File: config.mk
export PLATFORM = sky130hd
export DESIGN_NAME = somador_serial
export DESIGN_NICKNAME = d
export VERILOG_FILES = /design/src/rtl/somador_serial_pkg.sv /design/src/rtl/somadorcompleto.sv /design/src/rtl/somador_serial.sv
export VERILOG_INCLUDE_DIRS = /design/src /design/src/rtl
export SDC_FILE = /design/constraint.sdc
export NUM_CORES = 1
export LEC_CHECK = 0
export CORE_AREA = 2 2 87 89
export DETAILED_ROUTE_END_ITERATION = 8
export DIE_AREA = 0 0 89 91
export MAX_ROUTING_LAYER = met4
export PLACE_DENSITY_LB_ADDON = 0.2
export SYNTH_ARGS = -nofsm -noshare
export SYNTH_HDL_FRONTEND = slang
export SYNTH_SLANG_ARGS = --single-unit
export TNS_END_PERCENT = 50
File: constraint.sdc
create_clock -name clk -period 3.44 [get_ports clk]
set_clock_uncertainty 0.05 [all_clocks]
set_input_delay 0.86 -clock clk [delete_from_list [all_inputs] [get_ports clk]]
set_output_delay 0.86 -clock clk [all_outputs]
set_load 0.005 [all_outputs]
File: src/rtl/somador_serial_defs.vh
// State encodings shared by the serial adder FSM and anything that decodes its state.
`ifndef SOMADOR_SERIAL_DEFS_VH
`define SOMADOR_SERIAL_DEFS_VH

`define SOMADOR_OCIOSO 2'd0
`define SOMADOR_SOMA   2'd1
`define SOMADOR_FIM    2'd2

`endif

File: src/rtl/somador_serial_pkg.sv
// somador_serial_pkg: typed FSM state for the bit-serial adder.
// Encodings come from somador_serial_defs.vh so other code can share the same values.
package somador_serial_pkg;

`include "somador_serial_defs.vh"

  typedef enum logic [1:0] {
    StOcioso = `SOMADOR_OCIOSO,
    StSoma   = `SOMADOR_SOMA,
    StFim    = `SOMADOR_FIM
  } state_e;

endpackage

File: src/rtl/somadorcompleto.sv
// somadorcompleto: structural 1-bit full adder.
// Ports: x, y, ci (inputs); sum, co (outputs).
module somadorcompleto (
  input  logic x,
  input  logic y,
  input  logic ci,
  output logic sum,
  output logic co
);

  logic xy_x;
  logic xy_a;
  logic cx_a;

  xor g_x1 (xy_x, x, y);
  xor g_x2 (sum, xy_x, ci);
  and g_a1 (xy_a, x, y);
  and g_a2 (cx_a, xy_x, ci);
  or  g_o1 (co, xy_a, cx_a);

endmodule

File: src/rtl/somador_serial.sv
// somador_serial: bit-serial adder, {cout,s} = a + b + cin, LSB first, one bit per clock
// through a single full adder.
// Ports: clk, rst (sync, active-high), start, a, b, cin (inputs);
//        busy, done (one-cycle pulse), s, cout (registered result) (outputs).
module somador_serial
  import somador_serial_pkg::*;
#(
  parameter int unsigned N = 8
) (
  input  logic         clk,
  input  logic         rst,
  input  logic         start,
  input  logic [N-1:0] a,
  input  logic [N-1:0] b,
  input  logic         cin,
  output logic         busy,
  output logic         done,
  output logic [N-1:0] s,
  output logic         cout
);

  localparam int unsigned CW = (N > 1) ? $clog2(N) : 1;

  state_e state_q, state_d;

  logic [N-1:0]  a_q, b_q, res_q, s_q;
  logic          carry_q, cout_q, done_q;
  logic [CW-1:0] cnt_q;
  logic          sum_bit, carry_bit;
  logic          last_bit;

  assign last_bit = (cnt_q == CW'(N - 1));

  somadorcompleto u_fa (
    .x   (a_q[0]),
    .y   (b_q[0]),
    .ci  (carry_q),
    .sum (sum_bit),
    .co  (carry_bit)
  );

  // State register
  always_ff @(posedge clk) begin
    if (rst) begin
      state_q <= StOcioso;
    end else begin
      state_q <= state_d;
    end
  end

  // Next-state logic
  always_comb begin
    state_d = state_q;
    unique case (state_q)
      StOcioso: if (start)    state_d = StSoma;
      StSoma:   if (last_bit) state_d = StFim;
      StFim:                  state_d = StOcioso;
      default:                state_d = StOcioso;
    endcase
  end

  // Outputs
  always_comb begin
    busy = (state_q != StOcioso);
    done = done_q;
    s    = s_q;
    cout = cout_q;
  end

  // Datapath: operand shifters, carry, result shifter, counter and output registers
  always_ff @(posedge clk) begin
    if (rst) begin
      a_q     <= '0;
      b_q     <= '0;
      res_q   <= '0;
      carry_q <= 1'b0;
      cnt_q   <= '0;
      s_q     <= '0;
      cout_q  <= 1'b0;
      done_q  <= 1'b0;
    end else begin
      done_q <= 1'b0;
      unique case (state_q)
        StOcioso: begin
          if (start) begin
            a_q     <= a;
            b_q     <= b;
            carry_q <= cin;
            cnt_q   <= '0;
          end
        end
        StSoma: begin
          // Sum bits enter at the MSB so after N shifts bit 0 sits at the LSB.
          res_q   <= {sum_bit, res_q[N-1:1]};
          carry_q <= carry_bit;
          a_q     <= {1'b0, a_q[N-1:1]};
          b_q     <= {1'b0, b_q[N-1:1]};
          cnt_q   <= cnt_q + CW'(1);
        end
        StFim: begin
          s_q    <= res_q;
          cout_q <= carry_q;
          done_q <= 1'b1;
        end
        default: ;
      endcase
    end
  end

endmodule

==> results.yml, run 1 <==
worst_setup_path:
  timing.critical_path.to_type: "primary output"
  critPathRequiredTime_ns: 2.53
  startpoint: "state_q[1]"
  crit_cells: 3
  cp_cell_sequence: "nor2_2 -> inv_1 -> clkdlybuf4s50_1"
  crit_path_start_kind: "flop"
  reg2reg_path_depth: 3
  worst_path_largest_cell_delay_ns: 0.54
  worst_setup_path_endpoint: "busy"
  worst_path_dominant_cell_family: "flip-flops"
  arrival_ns: 1.46
  worstSetupPathType: "flop to primary output"
  rrSetupSlack_ns: 1.78
  timing.critical_path.fanout_max: 9
  critical_path.n_buffers_inverters: 2
  r2r_end: "b_q[5]"
  worst_path_max_delay_cell: "sky130_fd_sc_hd__dfxtp_1"
  reg2reg_from: "state_q[0]"
clock_network:
  cts-root-buf: "sky130_fd_sc_hd__clkbuf_8"
  cts_tree: "yes"
  cts_made_buffers: 5
  clk_transition_reported_paths_ns: 0.08
  htreeDepth: 2
  ctsResizeCount: 0
  insertion_delay_ns: 0.28
  clock_sink_count: 40
  post_cts_hold_buffer_count: 0
  clk_path_buf_depth: 2
  post-cts-setup-buffer-count: 0
yosys:
  postSynthNetCount: 202
  synth.distinct_cells: 26
  synth_seq_area_share: 0.483
  synth-seq-cells: 40
  synthCells: 179
  syn-cell-area_um2: 1660
  syn-mean-instance-area_um2: 9.27
  ys_warn_count: 0
die:
  initial_core_util: 0.232
  die-width_um: 89
  die_area_um2: 8100
  count_of_pins_on_the_block_boundary: 31
  core.rowCount: 31
  core_um2: 7140
  die_y_um: 91
final_layout:
  drive_above_1_share: 0.137
  finalInstanceArea_um2: 2080
  seq_area_um2: 801
  antenna_cells_inserted: 0
  mostFrequentLayoutCell: "sky130_fd_sc_hd__dfxtp_1"
  most-common-layout-cells: "40 x sky130_fd_sc_hd__dfxtp_1, 34 x sky130_fd_sc_hd__nand2_1, 30 x sky130_fd_sc_hd__clkdlybuf4s50_1"
  area_occupied_by_multi_input_gates_um2: 689
  post-route-util: 0.291
  flow.area_growth_from_synthesis_pct: 25.3
  post_layout_net_count: 226
  fillCellCount: 788
sta:
  report.final.slew_viol_count: 0
  finalHoldViolCount: 0
  fmaxAchievable_mhz: 422
  final_setup_viols: 0
  tightest_slew_ns: 0.742
  slew-limit-headroom: 0.504
  period_minus_slack_ns: 2.37
  fin_tns_setup_ns: 0
  grt_setup_unrepaired: "false"
  timing.final.crit_share: 0.689
global_route:
  grt_max_degree: 41
  globalRoute.totalOverflow: 0
  grt_first_pass_wirelength_um: 5770
  grt_antenna_before_repair: 0
  grt_pass1_vias: 1245
  grt_use_total: 0.0931
outcome:
  run_status: "finished clean"
power_and_ir_drop:
  irDropWorstVdd_mv: 0.158
  static-leakage-power_uw: 0.000727
  cellPowerDensity_nw_per_um2: 442
placement:
  portBuffers: 30
  place_congestion: 0.665
  post-dp-hpwl_um: 2270
  post_dp_cell_area_um2: 1990
route:
  drt-pass1-iter-count: 6
  final_antenna_net_count: 0
  remaining_drc_errors: 0
  drt-vias-per-instance: 4.17
  route.detailed.wl_per_inst_um: 11.2
  drt_iter0_drc: 70
  number_of_vias_in_the_routed_layout: 1262
  postRouteWirelength_um: 3400
run:
  cap_violations: 0
min_path:
  hp-class: "flop to flop"
  holdPathStages: 2
==> worst min-delay path, cell delays in order, from the launching register on <==
cell,delay [ns]
sky130_fd_sc_hd__dfxtp_1,0.31
sky130_fd_sc_hd__nand2_1,0.05
sky130_fd_sc_hd__a21oi_1,0.05
==> final cells by class <==
class	count	area share
multi-input combinational	108	0.332
clock inverter	2	0.00482
clock buffer	6	0.0397
inverter	17	0.0307
timing repair buffer	31	0.148
tap	99	0.0596
sequential	40	0.385
==> registers in the layout, indices dropped and copies added (netlist names) <==
name	flops
cnt_q	3
state_q	2
done	1
b_q	8
s	8
carry_q	1
a_q	8
res_q	8
cout	1
==> metal layers <==
layer,vias up,share of wire,GRT usage
met5,-,0,-
met4,0,0.0056,0.0261
met3,2,0.046,0.0273
met2,28,0.43,0.139
met1,580,0.52,0.123
li1,652,-,-
==> power breakdown <==
group          internal [uW]  switching [uW]  total, uW
clock network            160             161        321
registers                484            14.0        498
logic                   51.5            49.5        101
==> kinds of logic after synthesis <==
kind of cell	Yosys count	share of synthesized area
flip-flops	40	0.483
buffers and inverters	31	0.102
adder cells (fa/ha/maj)	3	0.0271
AO/OA/AOI/OAI	52	0.241
multiplexers	2	0.0121
AND/OR/NAND/NOR	51	0.135
==> synth_stat cells (all sizes together) <==
cell,n,area (um2)
a21oi,32,194
a22oi,4,30.0
buf,11,93.8
clkbuf,3,11.3
dfxtp,40,801
fa,1,20.0
ha,2,25.0
inv,17,63.8
mux2i,2,20.0
nand2,35,134
nand2b,1,6.26
nor2,9,38.8
nor2b,2,20.0
nor3,2,10.0
nor3b,1,7.51
o21bai,1,7.51
o221a,15,169
or2b,1,7.51
==> per-stage QoR <==
step           instances  setup slack, ns  total power [uW]  hold WS (ns)
6_report             303             1.07               920         0.407
5_1_grt              303            0.951               966         0.433
4_1_cts              303             1.06               934         0.410
3_3_place_gp         295             1.00               611         0.395
2_1_floorplan        179             1.84               578         0.382
3_5_place_dp         295            0.984               611         0.398
==> worst min path at each step <==
| stage | startpoint | end |
|---|---|---|
| 6_report | s[1] | s[1] |
| 5_1_grt | s[5] | s[5] |
| 3_3_place_gp | res_q[0] | res_q[0] |
| 3_5_place_dp | s[1] | s[1] |
| 4_1_cts | s[1] | s[1] |
| 2_1_floorplan | res_q[0] | s[0] |
No activity file was read; power rests on OpenSTA's default activity.
==> inputs of run 2 (changes only) <==
clock period = 2.1 ns   (was 3.44 ns; I/O delays follow)
==> run 2 against run 1 <==
Effect of this change:
- sequential cell count unchanged
- clock-buffer cell count unchanged
- core utilization increased by 0.89 points
- setup slack got worse by 0.97 ns
- critical endpoint unchanged
- first-iteration DRC count decreased by 40%
- register-to-register slack got worse by 1.2 ns
- design area increased by 3.1%
- sequential power increased by 64%
- power increased by 80%
- via count decreased by 1.4%
- sequential share of layout area decreased by 1.1 points
- cell count increased by 0.99%
==> results.yml, run 2 (same netlist as run 1, synthesis figures left out) <==
min_path:
  hp-class: "flop to flop"
  holdPathStages: 2
worst_setup_path:
  worst_path_largest_cell_delay_ns: 0.51
  arrival_ns: 1.43
  r2r_end: "a_q[2]"
  rrSetupSlack_ns: 0.56
  worst_path_dominant_cell_family: "buffers and inverters"
  reg2reg_from: "state_q[0]"
  cp_cell_sequence: "nor2_2 -> inv_1 -> clkdlybuf4s50_1"
  worst_setup_path_endpoint: "busy"
  timing.critical_path.fanout_max: 9
  critPathRequiredTime_ns: 1.52
  critical_path.n_buffers_inverters: 2
  crit_path_start_kind: "flop"
  worstSetupPathType: "flop to primary output"
  timing.critical_path.to_type: "primary output"
  startpoint: "state_q[0]"
  crit_cells: 3
  reg2reg_path_depth: 3
  worst_path_max_delay_cell: "sky130_fd_sc_hd__dfxtp_1"
sta:
  timing.final.crit_share: 0.954
  fmaxAchievable_mhz: 499
  slew-limit-headroom: 0.557
  report.final.slew_viol_count: 0
  tightest_slew_ns: 0.664
  fin_tns_setup_ns: 0
  finalHoldViolCount: 0
  grt_setup_unrepaired: "false"
  final_setup_viols: 0
  period_minus_slack_ns: 2.00
global_route:
  groute.layer.met3.usage: 0.0245
  grt_use_total: 0.0926
  grt_first_pass_wirelength_um: 5710
  met2_use_gr: 0.131
  grt_busiest_layer: "met2"
  grt_pass1_vias: 1164
  grt_max_degree: 41
  global_route.usage.met1: 0.125
  globalRoute.totalOverflow: 0
  grt_antenna_before_repair: 0
final_layout:
  fillCellCount: 787
  finalInstanceArea_um2: 2140
  antenna_cells_inserted: 0
  post_layout_net_count: 229
  most-common-layout-cells: "40 x sky130_fd_sc_hd__dfxtp_1, 34 x sky130_fd_sc_hd__nand2_1, 30 x sky130_fd_sc_hd__clkdlybuf4s50_1"
  mostFrequentLayoutCell: "sky130_fd_sc_hd__dfxtp_1"
  flow.area_growth_from_synthesis_pct: 29.1
  drive_above_1_share: 0.150
route:
  number_of_vias_in_the_routed_layout: 1244
  drt-pass1-iter-count: 4
  route.detailed.wl_per_inst_um: 11.3
  postRouteWirelength_um: 3470
  final_antenna_net_count: 0
  remaining_drc_errors: 0
  drt_iter0_drc: 42
  drt-vias-per-instance: 4.07
power_and_ir_drop:
  clockPowerShare: 0.404
  cellPowerDensity_nw_per_um2: 772
  irDropWorstVdd_mv: 0.314
  power.internal_uw: 1270
  pwr-share-seq: 0.493
  comb_power_share: 0.103
  total_switching_power_uw: 383
  p_sw_frac: 0.231
  static-leakage-power_uw: 0.000757
  post-layout-total-power_uw: 1650
clock_network:
  insertion_delay_ns: 0.29
  clk_path_buf_depth: 2
  post_cts_hold_buffer_count: 0
  htreeDepth: 2
  post-cts-setup-buffer-count: 0
  cts-root-buf: "sky130_fd_sc_hd__clkbuf_8"
  clock_sink_count: 40
  cts_made_buffers: 5
  ctsResizeCount: 0
  clk_transition_reported_paths_ns: 0.08
  cts_tree: "yes"
die:
  initial_core_util: 0.232
  core.rowCount: 31
  core_um2: 7140
  die_y_um: 91
  die_area_um2: 8100
  die-width_um: 89
  count_of_pins_on_the_block_boundary: 31
placement:
  post-dp-hpwl_um: 2220
  place_congestion: 0.674
  post_dp_cell_area_um2: 2020
  portBuffers: 30
outcome:
  run_status: "finished clean"
run:
  cap_violations: 0
-- run 2: changes by cell type in the layout (fill, tap and decap cells not counted), sizes merged --
cell | before | now
buf | 1 | 4
bufinv | 0 | 1
clkinv | 2 | 1
-- run 2: power by group through the flow --
stage          sequential, uW  combinational [uW]  clock, uW
2_1_floorplan             825                 122          0
3_3_place_gp              834                 173          0
3_5_place_dp              833                 172          0
4_1_cts                   816                 174        695
5_1_grt                   821                 189        718
6_report                  815                 171        667
-- run 2: stage by stage --
step                      hold slack, ns  std cells  setup WS, ns   util
after global placement             0.395        298        0.0783  0.283
after CTS                          0.410        306        0.0753  0.300
after floorplan                    0.382        179         0.835      -
after global routing               0.429        306        0.0104  0.300
after detailed placement           0.398        298        0.0775  0.283
final                              0.404        306        0.0962  0.300
-- run 2: cell type report --
class	count	area (um2)	area share
Clock buffer	6	82.6	0.0386
Clock inverter	2	38.8	0.0181
Inverter	17	63.8	0.0298
Multi-Input combinational cell	108	689	0.322
Sequential cell	40	801	0.374
Tap cell	99	124	0.0578
Timing Repair Buffer	34	343	0.160
-- run 2: worst min-delay path by stage --
stage / from / to
floorplan: res_q[0] / s[0]
global placement: res_q[0] / res_q[0]
detailed placement: s[5] / s[5]
CTS: s[5] / s[5]
global route: s[5] / s[5]
finish: s[0] / s[0]
-- run 2: metal layers --
| metal | wire (um) | part of all wire | vias to the layer above |
|---|---|---|---|
| li1 | - | - | 658 |
| met1 | 1850 | 0.53 | 555 |
| met2 | 1450 | 0.42 | 27 |
| met3 | 129 | 0.037 | 4 |
| met4 | 39 | 0.011 | 0 |
| met5 | 0 | 0 | - |
-- run 2: worst min-delay path, cell delays in order, from the launching register on --
cell                      delay (ns)
sky130_fd_sc_hd__dfxtp_1        0.32
sky130_fd_sc_hd__nand2_1        0.05
sky130_fd_sc_hd__a21oi_1        0.05
